[src/rtl/uart_rx_pkg.sv]
// Shared definitions for the UART receiver: FSM state encoding and baud-count helpers.
package uart_rx_pkg;

  typedef enum logic [2:0] {
    IDLE,
    START,
    DATA,
    STOP,
    WAIT_HI
  } rx_state_e;

  // Last count value of one bit period; the counter wraps after this value.
  function automatic int baud_cnt_max(input int freq, input int rate);
    return freq / rate - 1;
  endfunction

endpackage

[src/rtl/uart_rx_sync_2ff.sv]
// Two-flop synchroniser for asynchronous inputs, with a selectable reset value.
module sync_2ff #(
  parameter int              WIDTH   = 1,
  parameter logic [WIDTH-1:0] RST_VAL = '1
) (
  input  logic             clk,
  input  logic             rst,
  input  logic [WIDTH-1:0] d,
  output logic [WIDTH-1:0] q
);

  logic [WIDTH-1:0] meta;

  // NOTE: sequential state uses non-blocking assignments so both flops sample
  // the pre-edge values and the chain really is two stages deep.
  always_ff @(posedge clk or posedge rst) begin
    if (rst) begin
      meta <= RST_VAL;
      q    <= RST_VAL;
    end else begin
      meta <= d;
      q    <= meta;
    end
  end

endmodule

[src/rtl/uart_rx.sv]
// 8N1 UART receiver: mid-bit sampling, one-cycle valid pulse per good byte, framing-error pulse.
module uart_rx
  import uart_rx_pkg::*;
#(
  parameter int FREQ = 50_000_000,
  parameter int RATE = 115_200
) (
  input  logic       clk,
  input  logic       rst,
  input  logic       i_rx,
  output logic [7:0] o_data,
  output logic       o_valid,
  output logic       o_frame_err,
  output logic       o_busy
);

  localparam int CNT_MAX   = baud_cnt_max(FREQ, RATE);
  localparam int HALF      = CNT_MAX / 2;
  localparam int CNT_WIDTH = $clog2(CNT_MAX + 1);

  localparam logic [CNT_WIDTH-1:0] CNT_TOP  = CNT_WIDTH'(CNT_MAX);
  localparam logic [CNT_WIDTH-1:0] CNT_HALF = CNT_WIDTH'(HALF);

  logic                 rx_s;
  rx_state_e            state, state_d;
  logic [CNT_WIDTH-1:0] cnt, cnt_d;
  logic [2:0]           bit_idx, bit_idx_d;
  logic [7:0]           shift_reg, shift_d;
  logic [7:0]           data_d;
  logic                 valid_d, ferr_d;
  logic                 en;

  // Line idles high, so the synchroniser resets to 1 to avoid a false start after reset.
  sync_2ff #(.WIDTH(1), .RST_VAL(1'b1)) u_sync (
    .clk (clk),
    .rst (rst),
    .d   (i_rx),
    .q   (rx_s)
  );

  assign en     = (cnt == CNT_TOP);
  assign o_busy = (state != IDLE);

  // NOTE: every variable gets a default before the case so no path leaves one
  // unassigned, which would otherwise infer a latch.
  always_comb begin
    state_d   = state;
    cnt_d     = cnt;
    bit_idx_d = bit_idx;
    shift_d   = shift_reg;
    data_d    = o_data;
    valid_d   = 1'b0;
    ferr_d    = 1'b0;

    unique case (state)
      IDLE: begin
        if (!rx_s) begin
          state_d = START;
          cnt_d   = '0;
        end
      end

      START: begin
        if (cnt == CNT_HALF) begin
          cnt_d = '0;
          if (!rx_s) begin
            state_d   = DATA;
            bit_idx_d = '0;
          end else begin
            state_d = IDLE;
          end
        end else begin
          cnt_d = cnt + 1'b1;
        end
      end

      DATA: begin
        if (en) begin
          cnt_d     = '0;
          shift_d   = {rx_s, shift_reg[7:1]};
          bit_idx_d = bit_idx + 3'd1;
          if (bit_idx == 3'd7) state_d = STOP;
        end else begin
          cnt_d = cnt + 1'b1;
        end
      end

      STOP: begin
        if (en) begin
          cnt_d = '0;
          if (rx_s) begin
            data_d  = shift_reg;
            valid_d = 1'b1;
            state_d = IDLE;
          end else begin
            ferr_d  = 1'b1;
            state_d = WAIT_HI;
          end
        end else begin
          cnt_d = cnt + 1'b1;
        end
      end

      // A stuck-low line reports one error, then waits for the line to recover.
      WAIT_HI: begin
        if (rx_s) state_d = IDLE;
      end

      default: state_d = IDLE;
    endcase
  end

  always_ff @(posedge clk or posedge rst) begin
    if (rst) begin
      state       <= IDLE;
      cnt         <= '0;
      bit_idx     <= '0;
      shift_reg   <= '0;
      o_data      <= '0;
      o_valid     <= 1'b0;
      o_frame_err <= 1'b0;
    end else begin
      state       <= state_d;
      cnt         <= cnt_d;
      bit_idx     <= bit_idx_d;
      shift_reg   <= shift_d;
      o_data      <= data_d;
      o_valid     <= valid_d;
      o_frame_err <= ferr_d;
    end
  end

endmodule
[config.mk]
export PLATFORM = sky130hd
export DESIGN_NAME = uart_rx
export DESIGN_NICKNAME = d
export VERILOG_FILES = /design/src/rtl/uart_rx_pkg.sv /design/src/rtl/uart_rx_sync_2ff.sv /design/src/rtl/uart_rx.sv
export SDC_FILE = /design/constraint.sdc
export NUM_CORES = 1
export LEC_CHECK = 0
export CORE_MARGIN = 8
export CORE_UTILIZATION = 50
export CTS_BUF_LIST = sky130_fd_sc_hd__clkbuf_16
export DETAILED_ROUTE_END_ITERATION = 10
export DONT_BUFFER_PORTS = 1
export PLACE_DENSITY = 0.61
export RECOVER_POWER = 100
export SLEW_MARGIN = 25
export SYNTH_ARGS = -nofsm -noshare
export SYNTH_HDL_FRONTEND = slang
export SYNTH_SLANG_ARGS = --single-unit
[constraint.sdc]
create_clock -name clk -period 4.8 [get_ports clk]
set_input_delay 0.48 -clock clk [delete_from_list [all_inputs] [get_ports clk]]
set_output_delay 0.48 -clock clk [all_outputs]
set_load 0.05 [all_outputs]
==> flow_metrics.env <==
export IMPL_numCtsBuffers=5
export IMPL_place_congestion=0.826
export IMPL_path_cells="inv_1 -> ha_1 -> and4bb_4 -> a2111oi_0 -> nor2_2 -> o21ai_0"
export IMPL_synth_main_ff_cell="dfrtp_1"
export IMPL_ys_async_sr_fraction_pct=100
export IMPL_drtIter0Drc=131
export IMPL_fillers=250
export IMPL_numClockSinks=35
export IMPL_finalCoreUtilization_pct=58.3
export IMPL_fin_crit_ps=3260
export IMPL_synth_seq_cells=35
export IMPL_ant_nets=0
export IMPL_fin_setup_tns_ps=0
export IMPL_ctsHoldBuffers=0
export IMPL_synth_edf_count=0
export IMPL_clkLatencyLatePin_ps=280
export IMPL_yosysWarningCount=0
export IMPL_ir_worst_vdd_mv=0.219
export IMPL_track_usage_pct=13.0
export IMPL_clockBufferDepth=2
export IMPL_max_slew_margin_pct=-42.2
export IMPL_p_int_uw=488
export IMPL_fp_dieArea_mm2=0.00535
export IMPL_netSwitchingPower_uw=128
export IMPL_die_y_um=73.2
export IMPL_row_count=20
export IMPL_pwr_share_comb_pct=1.0
export IMPL_avgSynthCellArea_um2=11.4
export IMPL_antenna_found_initial=0
export IMPL_post_cts_resized=0
export IMPL_fp_dieW_um=73.2
export IMPL_violations="max-capacitance violations, max-slew violations"
export IMPL_critical_path_arrival_ps=3450
export IMPL_power_density_mw_per_mm2=344
export IMPL_regArea_um2=878
export IMPL_vias=1097
export IMPL_cp_start_kind="register"
export IMPL_drive_gt1_share_pct=19.6
export IMPL_cpMaxStageDelayCell="a2111oi_0"
export IMPL_grt_pass1_vias=1042
export IMPL_syn_inst=143
export IMPL_crit_family="compound AO/OA/AOI/OAI gates"
export IMPL_swShare_pct=20.8
export IMPL_area_growth_pct=9.72
export IMPL_cts_root_buf="clkbuf_16"
export IMPL_dp_hpwl_um=2170
export IMPL_slew_violations=8
export IMPL_crit_fanout=7
export IMPL_num_io_pins=14
export IMPL_end_kind="register"
export IMPL_drc=0
export IMPL_cts_setup_buffers=0
export IMPL_wl_um=3060
export IMPL_ys_seq_area_share_pct=53.8
export IMPL_status="finished, violations left"
export IMPL_pwr_share_seq_pct=48.4
export IMPL_synth_cell_types=34
export IMPL_total_leakage_power_uw=0.000837
export IMPL_largest_reg_flops=9
export IMPL_period_share_pct=67.9
export IMPL_p_clk_share_pct=50.6
export IMPL_routed_via_density=5.71
export IMPL_wl_per_cell_um=15.9
export IMPL_crit_required_ps=4990
export IMPL_hold_viol_final=0
export IMPL_multi_input_area_um2=692
export IMPL_critPathKind="register to register"
export IMPL_worst_pin_slew_ps=2080
export IMPL_path_buf_inv=1
export IMPL_final_nets=155
export IMPL_setup_viol=0
export IMPL_core_area_mm2=0.00308
export IMPL_n_antenna_cell=0
export IMPL_gr_total_overflow=0
export IMPL_clkTransAtPathRegs_ps=60
export IMPL_tritoncts="yes"
export IMPL_grt_pass1_wl_um=5220
export IMPL_htreeDepth=2
export IMPL_synth_nets=151
export IMPL_cpPeakStageDelay_ps=1690
export IMPL_r2r_start="cnt[0]$_DFFE_PP0P_"
export IMPL_drv_cap=1
export IMPL_grt_max_degree=24
export IMPL_syn_area_mm2=0.00163
export IMPL_rsz0062_at_grt="false"
export IMPL_hold_class="input pin to async pin"
export IMPL_first_pass_iters=4
export IMPL_start_util_pct=53.1
export IMPL_finalClockSkew_ps=3.77
export IMPL_portBuffers=0
export IMPL_fmax_mhz=307
export IMPL_startpoint="cnt[0]$_DFFE_PP0P_"
-- cell usage in the layout, fill, tap and decap left out --
| master | instances |
|---|---|
| a2111oi_0 | 2 |
| or4_1 | 1 |
| o21a_1 | 2 |
| xnor2_1 | 2 |
| nor3_1 | 4 |
| nor2_1 | 7 |
| ha_1 | 5 |
| o22ai_1 | 2 |
| clkinv_2 | 1 |
| clkinvlp_4 | 2 |
| and4bb_4 | 1 |
| nor4_1 | 1 |
| mux2_2 | 16 |
| nand2_1 | 17 |
| nand4_1 | 3 |
| o21ai_0 | 10 |
| clkbuf_16 | 5 |
| and4bb_1 | 1 |
| o21ba_2 | 1 |
| nor2_2 | 1 |
| clkbuf_1 | 1 |
| a22o_1 | 2 |
| and4b_1 | 2 |
| a21o_1 | 1 |
| dfstp_2 | 2 |
| and2_0 | 1 |
| dfrtp_1 | 33 |
| o211ai_1 | 2 |
| a21oi_1 | 5 |
| nor2b_1 | 4 |
| inv_1 | 5 |
| nand3_1 | 5 |
| a21boi_1 | 1 |
-- final timing paths --
path / to / slack (ps) / cells after the start
max: cnt[3]$_DFFE_PP0P_ / 1540 / 6
min: state[0]$_DFFE_PP0P_ / 90 / 1
max reg2reg: cnt[3]$_DFFE_PP0P_ / 1540 / 6
min reg2reg: u_sync.q$_DFF_PP1_ / 360 / 0
max in group asynchronous: shift_reg[7]$_DFFE_PP0P_ / 3260 / 2
min in group clk: u_sync.meta$_DFF_PP1_ / 200 / 0
-- synth_stat cells, types with 2 or more instances --
cell type | n | share of area [%]
o211ai_1 | 2 | 0.92
buf_2 | 2 | 0.61
nor2_1 | 6 | 1.4
a21oi_1 | 5 | 1.5
mux2_2 | 16 | 11
dfrtp_1 | 33 | 51
nor2b_1 | 4 | 1.5
nand4_1 | 3 | 1.1
ha_1 | 5 | 3.8
dfstp_2 | 2 | 3.2
o21ai_0 | 10 | 3.1
xnor2_1 | 2 | 1.1
and4b_1 | 2 | 1.2
o22ai_1 | 2 | 0.77
a22o_1 | 2 | 1.1
nand2_1 | 17 | 3.9
o21a_1 | 2 | 0.92
nor3_1 | 4 | 1.2
inv_1 | 5 | 1.1
nand3_1 | 5 | 1.5
-- per-stage QoR --
step | setup WS (ps) | instance area, um^2 | hold WS [ps] | total power [uW] | instances
6_report | 1540 | 1790 | 90.6 | 616 | 192
5_1_grt | 1470 | 1790 | 121 | 639 | 192
4_1_cts | 2760 | 1820 | 111 | 625 | 192
3_5_place_dp | 2780 | 1680 | 353 | 311 | 184
3_3_place_gp | 2860 | 1680 | 346 | 310 | 184
2_1_floorplan | 3090 | 1630 | 345 | 308 | 143
-- kinds of logic after synthesis --
kind of cell,synth area share (%)
AND/OR/NAND/NOR,16.0
flip-flops,53.8
AO/OA/AOI/OAI,12.0
multiplexers,11.0
buffers and inverters,2.30
adder cells (fa/ha/maj),3.83
XOR/XNOR,1.07
-- final cells by class --
| class | count | area share [%] |
|---|---|---|
| Clock buffer | 5 | 6.98 |
| Inverter | 5 | 1.05 |
| Multi-Input combinational cell | 99 | 38.6 |
| Clock inverter | 3 | 1.12 |
| Sequential cell | 35 | 49.0 |
| Timing Repair Buffer | 1 | 0.209 |
| Tap cell | 44 | 3.07 |
-- power by group through the flow --
| stage | combinational, uW | clock, uW | sequential [uW] |
|---|---|---|---|
| 4_1_cts | 7.33 | 319 | 298 |
| 6_report | 6.23 | 312 | 298 |
| 3_3_place_gp | 7.22 | 0 | 303 |
| 2_1_floorplan | 5.84 | 0 | 302 |
| 3_5_place_dp | 7.34 | 0 | 303 |
| 5_1_grt | 7.98 | 333 | 298 |
-- per-layer routing --
metal | vias up | wire length, um | GRT usage, % | part of all wire (%)
li1 | 520 | - | - | -
met1 | 536 | 1380 | 16.8 | 45
met2 | 36 | 1410 | 17.8 | 46
met3 | 5 | 222 | 4.95 | 7.3
met4 | 0 | 44 | 7.33 | 1.4
met5 | - | 0 | 0 | 0
(Power assumes the default switching activity.)
